`config.mk`:
```
export PLATFORM = sky130hd
export DESIGN_NAME = pacman_motion_flat
export DESIGN_NICKNAME = d
export VERILOG_FILES = /design/src/rtl/pacman_pkg.sv /design/src/rtl/pacman_motion_if.sv /design/src/rtl/pacman_motion_frame_tick_sync.sv /design/src/rtl/pacman_motion.sv /design/src/flat_wrapper.sv
export SDC_FILE = /design/constraint.sdc
export NUM_CORES = 1
export LEC_CHECK = 0
export ABC_CLOCK_PERIOD_IN_PS = 7800
export BUFFER_PORTS_ARGS = -buffer_cell sky130_fd_sc_hd__buf_2
export CELL_PAD_IN_SITES_DETAIL_PLACEMENT = 1
export CELL_PAD_IN_SITES_GLOBAL_PLACEMENT = 2
export CORE_MARGIN = 5
export CORE_UTILIZATION = 35
export DETAILED_ROUTE_END_ITERATION = 8
export PLACE_DENSITY = 0.79
export SLEW_MARGIN = 20
export SYNTH_ARGS = -nofsm -noshare
export SYNTH_HDL_FRONTEND = slang
export SYNTH_SLANG_ARGS = --single-unit
```
`constraint.sdc`:
```
create_clock -name Clk -period 7.8 [get_ports Clk]
set_input_delay 0.78 -clock Clk [delete_from_list [all_inputs] [get_ports Clk]]
set_output_delay 0.78 -clock Clk [all_outputs]
set_load 0.05 [all_outputs]
```
`src/rtl/pacman_pkg.sv`:
```
// Shared types and constants for the PacMan motion block.
//   dir_t          : heading, encoding matches the dir output (0=UP 1=DOWN 2=LEFT 3=RIGHT)
//   req_t          : dir_t widened to 3 bits so the turn buffer can also hold REQ_NONE
//   motion_state_t : motion FSM states
//   reverse()      : opposite heading
//   decode_key()   : WASD HID keycode -> req_t
package pacman_pkg;

  typedef enum logic [1:0] {
    UP    = 2'd0,
    DOWN  = 2'd1,
    LEFT  = 2'd2,
    RIGHT = 2'd3
  } dir_t;

  typedef logic [2:0] req_t;
  localparam req_t REQ_NONE = 3'd4;

  localparam logic [7:0] KEY_W = 8'h1A;
  localparam logic [7:0] KEY_S = 8'h16;
  localparam logic [7:0] KEY_A = 8'h04;
  localparam logic [7:0] KEY_D = 8'h07;

  typedef enum logic [1:0] {
    IDLE   = 2'd0,
    MOVE   = 2'd1,
    FROZEN = 2'd2
  } motion_state_t;

  function automatic dir_t reverse(input dir_t d);
    case (d)
      UP:      return DOWN;
      DOWN:    return UP;
      LEFT:    return RIGHT;
      default: return LEFT;
    endcase
  endfunction

  function automatic req_t decode_key(input logic [7:0] k);
    case (k)
      KEY_W:   return {1'b0, UP};
      KEY_S:   return {1'b0, DOWN};
      KEY_A:   return {1'b0, LEFT};
      KEY_D:   return {1'b0, RIGHT};
      default: return REQ_NONE;
    endcase
  endfunction

endpackage

```
`src/rtl/pacman_motion_if.sv`:
```
// Bundle between the motion block and its neighbours (keyboard source, game_logic).
//   master : drives keycode/win/lose, observes position
//   slave  : the motion block itself
//   keycode[7:0] HID keycode, win/lose from game_logic,
//   pX/pY[9:0] top-left position, pSize[9:0] sprite edge, dir heading, moving flag
interface pacman_motion_if;
  import pacman_pkg::*;

  logic [7:0] keycode;
  logic       win;
  logic       lose;
  logic [9:0] pX;
  logic [9:0] pY;
  logic [9:0] pSize;
  dir_t       dir;
  logic       moving;

  modport master (output keycode, win, lose,
                  input  pX, pY, pSize, dir, moving);
  modport slave  (input  keycode, win, lose,
                  output pX, pY, pSize, dir, moving);
endinterface

```
`src/rtl/pacman_motion_frame_tick_sync.sv`:
```
// Brings the asynchronous vsync strobe into the Clk domain and turns each rising
// edge into a registered one-cycle tick, three Clk edges after the rise.
//   Clk, Reset_n : system clock, async active-low reset
//   frame_clk    : vsync-rate strobe, asynchronous to Clk
//   tick         : 1-cycle pulse per frame_clk rise
module frame_tick_sync (
  input  logic Clk,
  input  logic Reset_n,
  input  logic frame_clk,
  output logic tick
);

  logic sync1, sync2, sync3;

  always_ff @(posedge Clk or negedge Reset_n) begin
    if (!Reset_n) begin
      sync1 <= 1'b0;
      sync2 <= 1'b0;
      sync3 <= 1'b0;
      tick  <= 1'b0;
    end else begin
      sync1 <= frame_clk;
      sync2 <= sync1;
      sync3 <= sync2;
      tick  <= sync2 & ~sync3;
    end
  end

endmodule

```
`src/rtl/pacman_motion.sv`:
```
// PacMan position controller: decodes WASD into a buffered turn request, steps
// once per frame tick with clamping to the playfield, freezes on win/lose.
//   Clk, Reset_n : system clock, async active-low reset
//   frame_clk    : vsync strobe (async), synchronised internally
//   bus (slave)  : keycode/win/lose in; pX/pY/pSize/dir/moving out (all registered)
//
// state  | meaning
// IDLE   | parked at spawn, waiting for the first valid key
// MOVE   | stepping one STEP per tick, turns buffered until tile-aligned
// FROZEN | game over, position held until win/lose/key all clear
module pacman_motion
  import pacman_pkg::*;
#(
  parameter int X_MIN   = 0,
  parameter int X_MAX   = 640,
  parameter int Y_MIN   = 0,
  parameter int Y_MAX   = 480,
  parameter int START_X = 304,
  parameter int START_Y = 240,
  parameter int SIZE    = 16,
  parameter int STEP    = 1,
  parameter int TILE    = 16
) (
  input  logic            Clk,
  input  logic            Reset_n,
  input  logic            frame_clk,
  pacman_motion_if.slave  bus
);

  localparam logic signed [10:0] X_LO   = 11'(X_MIN);
  localparam logic signed [10:0] X_HI   = 11'(X_MAX - SIZE);
  localparam logic signed [10:0] Y_LO   = 11'(Y_MIN);
  localparam logic signed [10:0] Y_HI   = 11'(Y_MAX - SIZE);
  localparam logic signed [10:0] STEP_S = 11'(STEP);
  localparam logic [9:0]         TILE_M = 10'(TILE - 1);

  logic          tick;
  motion_state_t state;
  logic [9:0]    px_q, py_q;
  dir_t          dir_q;
  req_t          next_q;
  logic          moving_q;

  req_t              key_req;
  logic              aligned;
  dir_t              new_dir;
  req_t              req_after;
  logic signed [10:0] nx, ny, cx, cy;
  logic [9:0]        off_x, off_y;

  frame_tick_sync u_tick (
    .Clk       (Clk),
    .Reset_n   (Reset_n),
    .frame_clk (frame_clk),
    .tick      (tick)
  );

  assign key_req = decode_key(bus.keycode);
  assign off_x   = px_q - 10'(X_MIN);
  assign off_y   = py_q - 10'(Y_MIN);
  assign aligned = ((off_x & TILE_M) == 10'd0) && ((off_y & TILE_M) == 10'd0);

  // Turn resolution followed by the step along the resulting heading.
  // A reverse is taken immediately; any other turn waits for tile alignment.
  always_comb begin
    new_dir   = dir_q;
    req_after = next_q;
    if (next_q != REQ_NONE && next_q[1:0] == reverse(dir_q)) begin
      new_dir   = dir_t'(next_q[1:0]);
      req_after = REQ_NONE;
    end else if (next_q != REQ_NONE && aligned) begin
      new_dir   = dir_t'(next_q[1:0]);
      req_after = REQ_NONE;
    end

    nx = $signed({1'b0, px_q});
    ny = $signed({1'b0, py_q});
    case (new_dir)
      UP:      ny = ny - STEP_S;
      DOWN:    ny = ny + STEP_S;
      LEFT:    nx = nx - STEP_S;
      default: nx = nx + STEP_S;
    endcase

    cx = nx;
    if (nx < X_LO)      cx = X_LO;
    else if (nx > X_HI) cx = X_HI;
    cy = ny;
    if (ny < Y_LO)      cy = Y_LO;
    else if (ny > Y_HI) cy = Y_HI;
  end

  always_ff @(posedge Clk or negedge Reset_n) begin
    if (!Reset_n) begin
      state    <= IDLE;
      px_q     <= 10'(START_X);
      py_q     <= 10'(START_Y);
      dir_q    <= RIGHT;
      next_q   <= REQ_NONE;
      moving_q <= 1'b0;
    end else begin
      case (state)
        IDLE: begin
          px_q     <= 10'(START_X);
          py_q     <= 10'(START_Y);
          moving_q <= 1'b0;
          if (key_req != REQ_NONE) begin
            dir_q  <= dir_t'(key_req[1:0]);
            next_q <= REQ_NONE;
            state  <= MOVE;
          end
        end
        MOVE: begin
          if (bus.win || bus.lose) begin
            moving_q <= 1'b0;
            state    <= FROZEN;
          end else begin
            if (tick) begin
              dir_q    <= new_dir;
              px_q     <= cx[9:0];
              py_q     <= cy[9:0];
              moving_q <= (cx != $signed({1'b0, px_q})) || (cy != $signed({1'b0, py_q}));
              next_q   <= req_after;
            end
            // A key landing on the tick cycle is held for the following tick.
            if (key_req != REQ_NONE)
              next_q <= key_req;
          end
        end
        FROZEN: begin
          moving_q <= 1'b0;
          if (!bus.win && !bus.lose && bus.keycode == 8'h00)
            state <= IDLE;
        end
        default: state <= IDLE;
      endcase
    end
  end

  assign bus.pX     = px_q;
  assign bus.pY     = py_q;
  assign bus.pSize  = 10'(SIZE);
  assign bus.dir    = dir_q;
  assign bus.moving = moving_q;

endmodule

```
`src/flat_wrapper.sv`:
```
// flat-port wrapper written by rule: the top's interface ports become plain ports
module pacman_motion_flat import pacman_pkg::*;
#(
  parameter int X_MIN   = 0,
  parameter int X_MAX   = 640,
  parameter int Y_MIN   = 0,
  parameter int Y_MAX   = 480,
  parameter int START_X = 304,
  parameter int START_Y = 240,
  parameter int SIZE    = 16,
  parameter int STEP    = 1,
  parameter int TILE    = 16
)
  (Clk, Reset_n, frame_clk, bus_keycode, bus_win, bus_lose, bus_pX, bus_pY, bus_pSize, bus_dir, bus_moving);
  pacman_motion_if bus_i ();
  input  logic Clk;
  input  logic Reset_n;
  input  logic frame_clk;
  input wire logic [$bits(bus_i.keycode)-1:0] bus_keycode;
  input wire logic [$bits(bus_i.win)-1:0] bus_win;
  input wire logic [$bits(bus_i.lose)-1:0] bus_lose;
  output wire logic [$bits(bus_i.pX)-1:0] bus_pX;
  output wire logic [$bits(bus_i.pY)-1:0] bus_pY;
  output wire logic [$bits(bus_i.pSize)-1:0] bus_pSize;
  output wire logic [$bits(bus_i.dir)-1:0] bus_dir;
  output wire logic [$bits(bus_i.moving)-1:0] bus_moving;
  assign bus_i.keycode = bus_keycode;
  assign bus_i.win = bus_win;
  assign bus_i.lose = bus_lose;
  assign bus_pX = bus_i.pX;
  assign bus_pY = bus_i.pY;
  assign bus_pSize = bus_i.pSize;
  assign bus_dir = bus_i.dir;
  assign bus_moving = bus_i.moving;
  pacman_motion #(.X_MIN(X_MIN), .X_MAX(X_MAX), .Y_MIN(Y_MIN), .Y_MAX(Y_MAX), .START_X(START_X), .START_Y(START_Y), .SIZE(SIZE), .STEP(STEP), .TILE(TILE)) u_core (.Clk(Clk), .Reset_n(Reset_n), .frame_clk(frame_clk), .bus(bus_i));
endmodule
```
==> results by group <==
Yosys
  • Cells after synthesis: 437
  • Top FF cell, synth: dfrtp_1
  • Largest family of logic cells by synthesized area: compound AO/OA/AOI/OAI gates
  • Mux contribution to synthesized area: 0.0236
  • Synth warnings: 0
  • Compound-Gate Fraction of Synth Area: 0.311
  • Adder-Cell Fraction of Synth Area: 0.0495
  • Async SR Flop Fraction: 1.00
  • Register bit total from synthesis: 32
  • Sequential area share after synthesis: 0.236
  • XOR/XNOR share of the synthesized area: 0.0433
  • Synth unique cells: 79
  • Simple logic cell fraction of the synthesized area: 0.270
  • Mean post-synth cell area: 7.87 sq um
  • Post-synth EDFFs: 0
  • Synth Cell Area: approximately 3400 sq um

Global route
  • Global-route usage over all layers: 0.203
  • Vias in the first global route: 3,561
  • First-pass GRT wire length: ~19,000 um
  • Antenna violations before repair: 0
  • Grt ovf: 0
  • Largest net degree at the start of global routing: 33

Route
  • Post-Route WL: 11,700 um
  • Routed Antenna Nets: 0
  • Via Count: 3,546
  • Wire per inst: roughly 20 um
  • DR vias/cell: 5.96
  • DR iter-0 viols: 151
  • # DRC: 0
  • DR pass1 iterations: 4

Power
  • Max VDD drop: slightly above 100 uV
  • Reg power frac: 0.207
  • Part of the power in the clock network: 0.179
  • Net Switching: 454 uW
  • Switch share: 0.492
  • Internal power: 469 uW
  • Power Density: 244 nW/um^2
  • Comb power frac: 0.614
  • Leak pwr: around 0.0015 uW

STA
  • Slew HR: 0.444
  • Count of final setup violators: 0
  • Clock skew: 0.0125 ns
  • Setup TNS: 0 ns
  • Final period utilization: 0.784
  • Least-Margin Pin Slew: 0.832 ns
  • Setup repair after global routing missed its margin: false
  • Final Critical Period: 6.12 ns
  • Maximum clock rate: 0.163 GHz
  • Max-slew violations: 0
  • Final hold violation count: 0

Critical path
  • CP Launch Type: flop
  • Crit Path Max Fanout: 12
  • CP Data Required Time: 7.96 ns
  • CP arrival: 6.27 ns
  • Critical Path Sink Type: flop
  • Crit Path Class: reg2reg

Layout
  • FILL cells: 1,187
  • Cell area after layout: approximately 3800 sq um
  • Net count, final: about 500
  • Area Growth Syn to Fin: 9.89%
  • Layout cells sized above 1: 0.173
  • Multi-input gate area: 2440 sq um
  • Finished Core Util: 0.390
  • Ant. Diodes: 0
  • Register area: 813 sq um

Floorplan
  • Die H: 109 um
  • # rows: 36
  • Placeable core area: 9680 sq um
  • Die width: 109 um
  • Die area: 11,900 sq um
  • Ports: 46
  • Starting Density: 0.355

Clock network
  • Clock buffer count from CTS: 5
  • CTS Hold Bufs: 0
  • Clk sinks: 32
  • CTS H-tree depth: 2
  • CTS tree: done
  • # resized after CTS: 0
  • Worst-Skew Late Latency: 0.29 ns
  • Setup bufs post-CTS: 0
  • Worst-path clk slew: 0.08 ns
  • Max Root-Sink Buffers: 2
  • Clk root buf: clkbuf_8

Min path
  • Hold crit path type: reg2reg

Placement
  • Final HPWL DP: roughly 9000 um
  • Routability cong.: 0.915
  • I/O Buffers: 35
  • Placed Area: 3670 sq um

Run status
  • Status: finished clean

Job
  • Max_cap viols: 0
==> layout make-up <==
class	instances	share of cell area
timing repair buffer	38	0.0523
multi-input combinational	368	0.644
clock buffer	6	0.0192
inverter	16	0.0159
clock inverter	2	0.00927
tap	133	0.0440
sequential	32	0.215
==> worst max-delay path, stage by stage, from the launching register on <==
cell and delay, ns:
dfrtp_1 0.54, nor4_2 0.68, nand3_1 0.22, nand3_1 0.45, nand2_1 0.46, ha_1 0.52, nand3_1 0.19, a2111oi_0 0.75
o32ai_1 0.25, xnor2_1 0.21, a31o_2 0.31, nor2_1 0.43, a21boi_0 0.21, a211oi_1 0.25, nand3_1 0.10, nor4_1 0.27
a31oi_1 0.12
==> metrics by stage <==
stage | instances | hold WS [ns] | power [uW] | worst slack, ns
2_1_floorplan | 445 | 0.331 | 615 | 1.96
3_3_place_gp | 587 | 0.339 | 751 | 2.02
3_5_place_dp | 587 | 0.338 | 757 | 1.79
4_1_cts | 595 | 0.354 | 925 | 1.76
5_1_grt | 595 | 0.384 | 994 | 1.10
6_report | 595 | 0.350 | 924 | 1.68
==> path summary, 6_finish.rpt <==
check                                              start                            end  slack, ns  cells past startpoint
max reg2reg                 u_core.bus.pY[1]$_DFFE_PN0P_  u_core.bus.moving$_DFFE_PN0P_       1.68                     16
min reg2reg                u_core.u_tick.sync1$_DFF_PN0_  u_core.u_tick.sync2$_DFF_PN0_       0.35                      0
max in group asynchronous                        Reset_n   u_core.bus.pY[2]$_DFFE_PN0P_       6.78                      1
min in group asynchronous                        Reset_n   u_core.bus.pX[2]$_DFFE_PN0P_       0.54                      1
max                         u_core.bus.pY[1]$_DFFE_PN0P_  u_core.bus.moving$_DFFE_PN0P_       1.68                     16
min                        u_core.u_tick.sync1$_DFF_PN0_  u_core.u_tick.sync2$_DFF_PN0_       0.35                      0
==> sequential cells by signal, indices dropped and copies added (netlist names) <==
signal,count
u_core.bus.dir,2
u_core.bus.moving,1
u_core.bus.pX,10
u_core.bus.pY,10
u_core.next_q,3
u_core.state,2
u_core.u_tick.sync1,1
u_core.u_tick.sync2,1
u_core.u_tick.sync3,1
u_core.u_tick.tick,1
==> routing by layer <==
layer / track usage / vias to the layer above / share of wire
met4: 0.0586 / 0 / 0.016
met3: 0.0255 / 11 / 0.043
met2: 0.354 / 81 / 0.49
li1: - / 1688 / -
met5: 0 / - / 0
met1: 0.261 / 1766 / 0.45
==> cell families after synthesis <==
group,Yosys count
buffers and inverters,45
AOI/OAI and AO/OA,153
and+or+nand+nor,168
adders and majority gates,13
other,2
xor gates and xnor gates,17
muxes,7
DFF,32
==> cell usage in the layout (no fill, tap or decap), types with 6 or more instances in the layout <==
cell	n
nand2_1	40
inv_1	16
and3_1	8
or3_1	8
o21a_1	6
nor2b_1	12
conb_1	10
nand3_1	21
o21ai_0	30
a31oi_1	12
dfrtp_1	22
xnor2_1	11
and2_1	6
dfstp_2	10
nor2_1	27
buf_2	35
nor3_1	7
o22ai_1	7
a21o_1	7
a21oi_1	28
ha_1	12
xor2_1	6
==> power by group through the flow <==
stage	Combinational, uW	Clock, uW	Sequential [uW]
3_5_place_dp	562	0	195
6_report	567	165	192
2_1_floorplan	429	0	186
4_1_cts	564	170	192
5_1_grt	622	177	195
3_3_place_gp	557	0	194
==> Yosys cell counts (all sizes together) (9+ instances only) <==
| cell | instances | share of area |
|---|---|---|
| nand2 | 40 | 0.044 |
| o21ai | 31 | 0.045 |
| nor2 | 30 | 0.035 |
| a21oi | 29 | 0.043 |
| dfrtp | 22 | 0.16 |
| nand3 | 21 | 0.031 |
| inv | 16 | 0.017 |
| buf | 15 | 0.032 |
| clkbuf | 14 | 0.015 |
| a31oi | 12 | 0.022 |
| ha | 12 | 0.044 |
| nor2b | 12 | 0.022 |
| xnor2 | 11 | 0.028 |
| dfstp | 10 | 0.076 |
| or3 | 9 | 0.018 |
No activity file was read; power rests on OpenSTA's default activity.
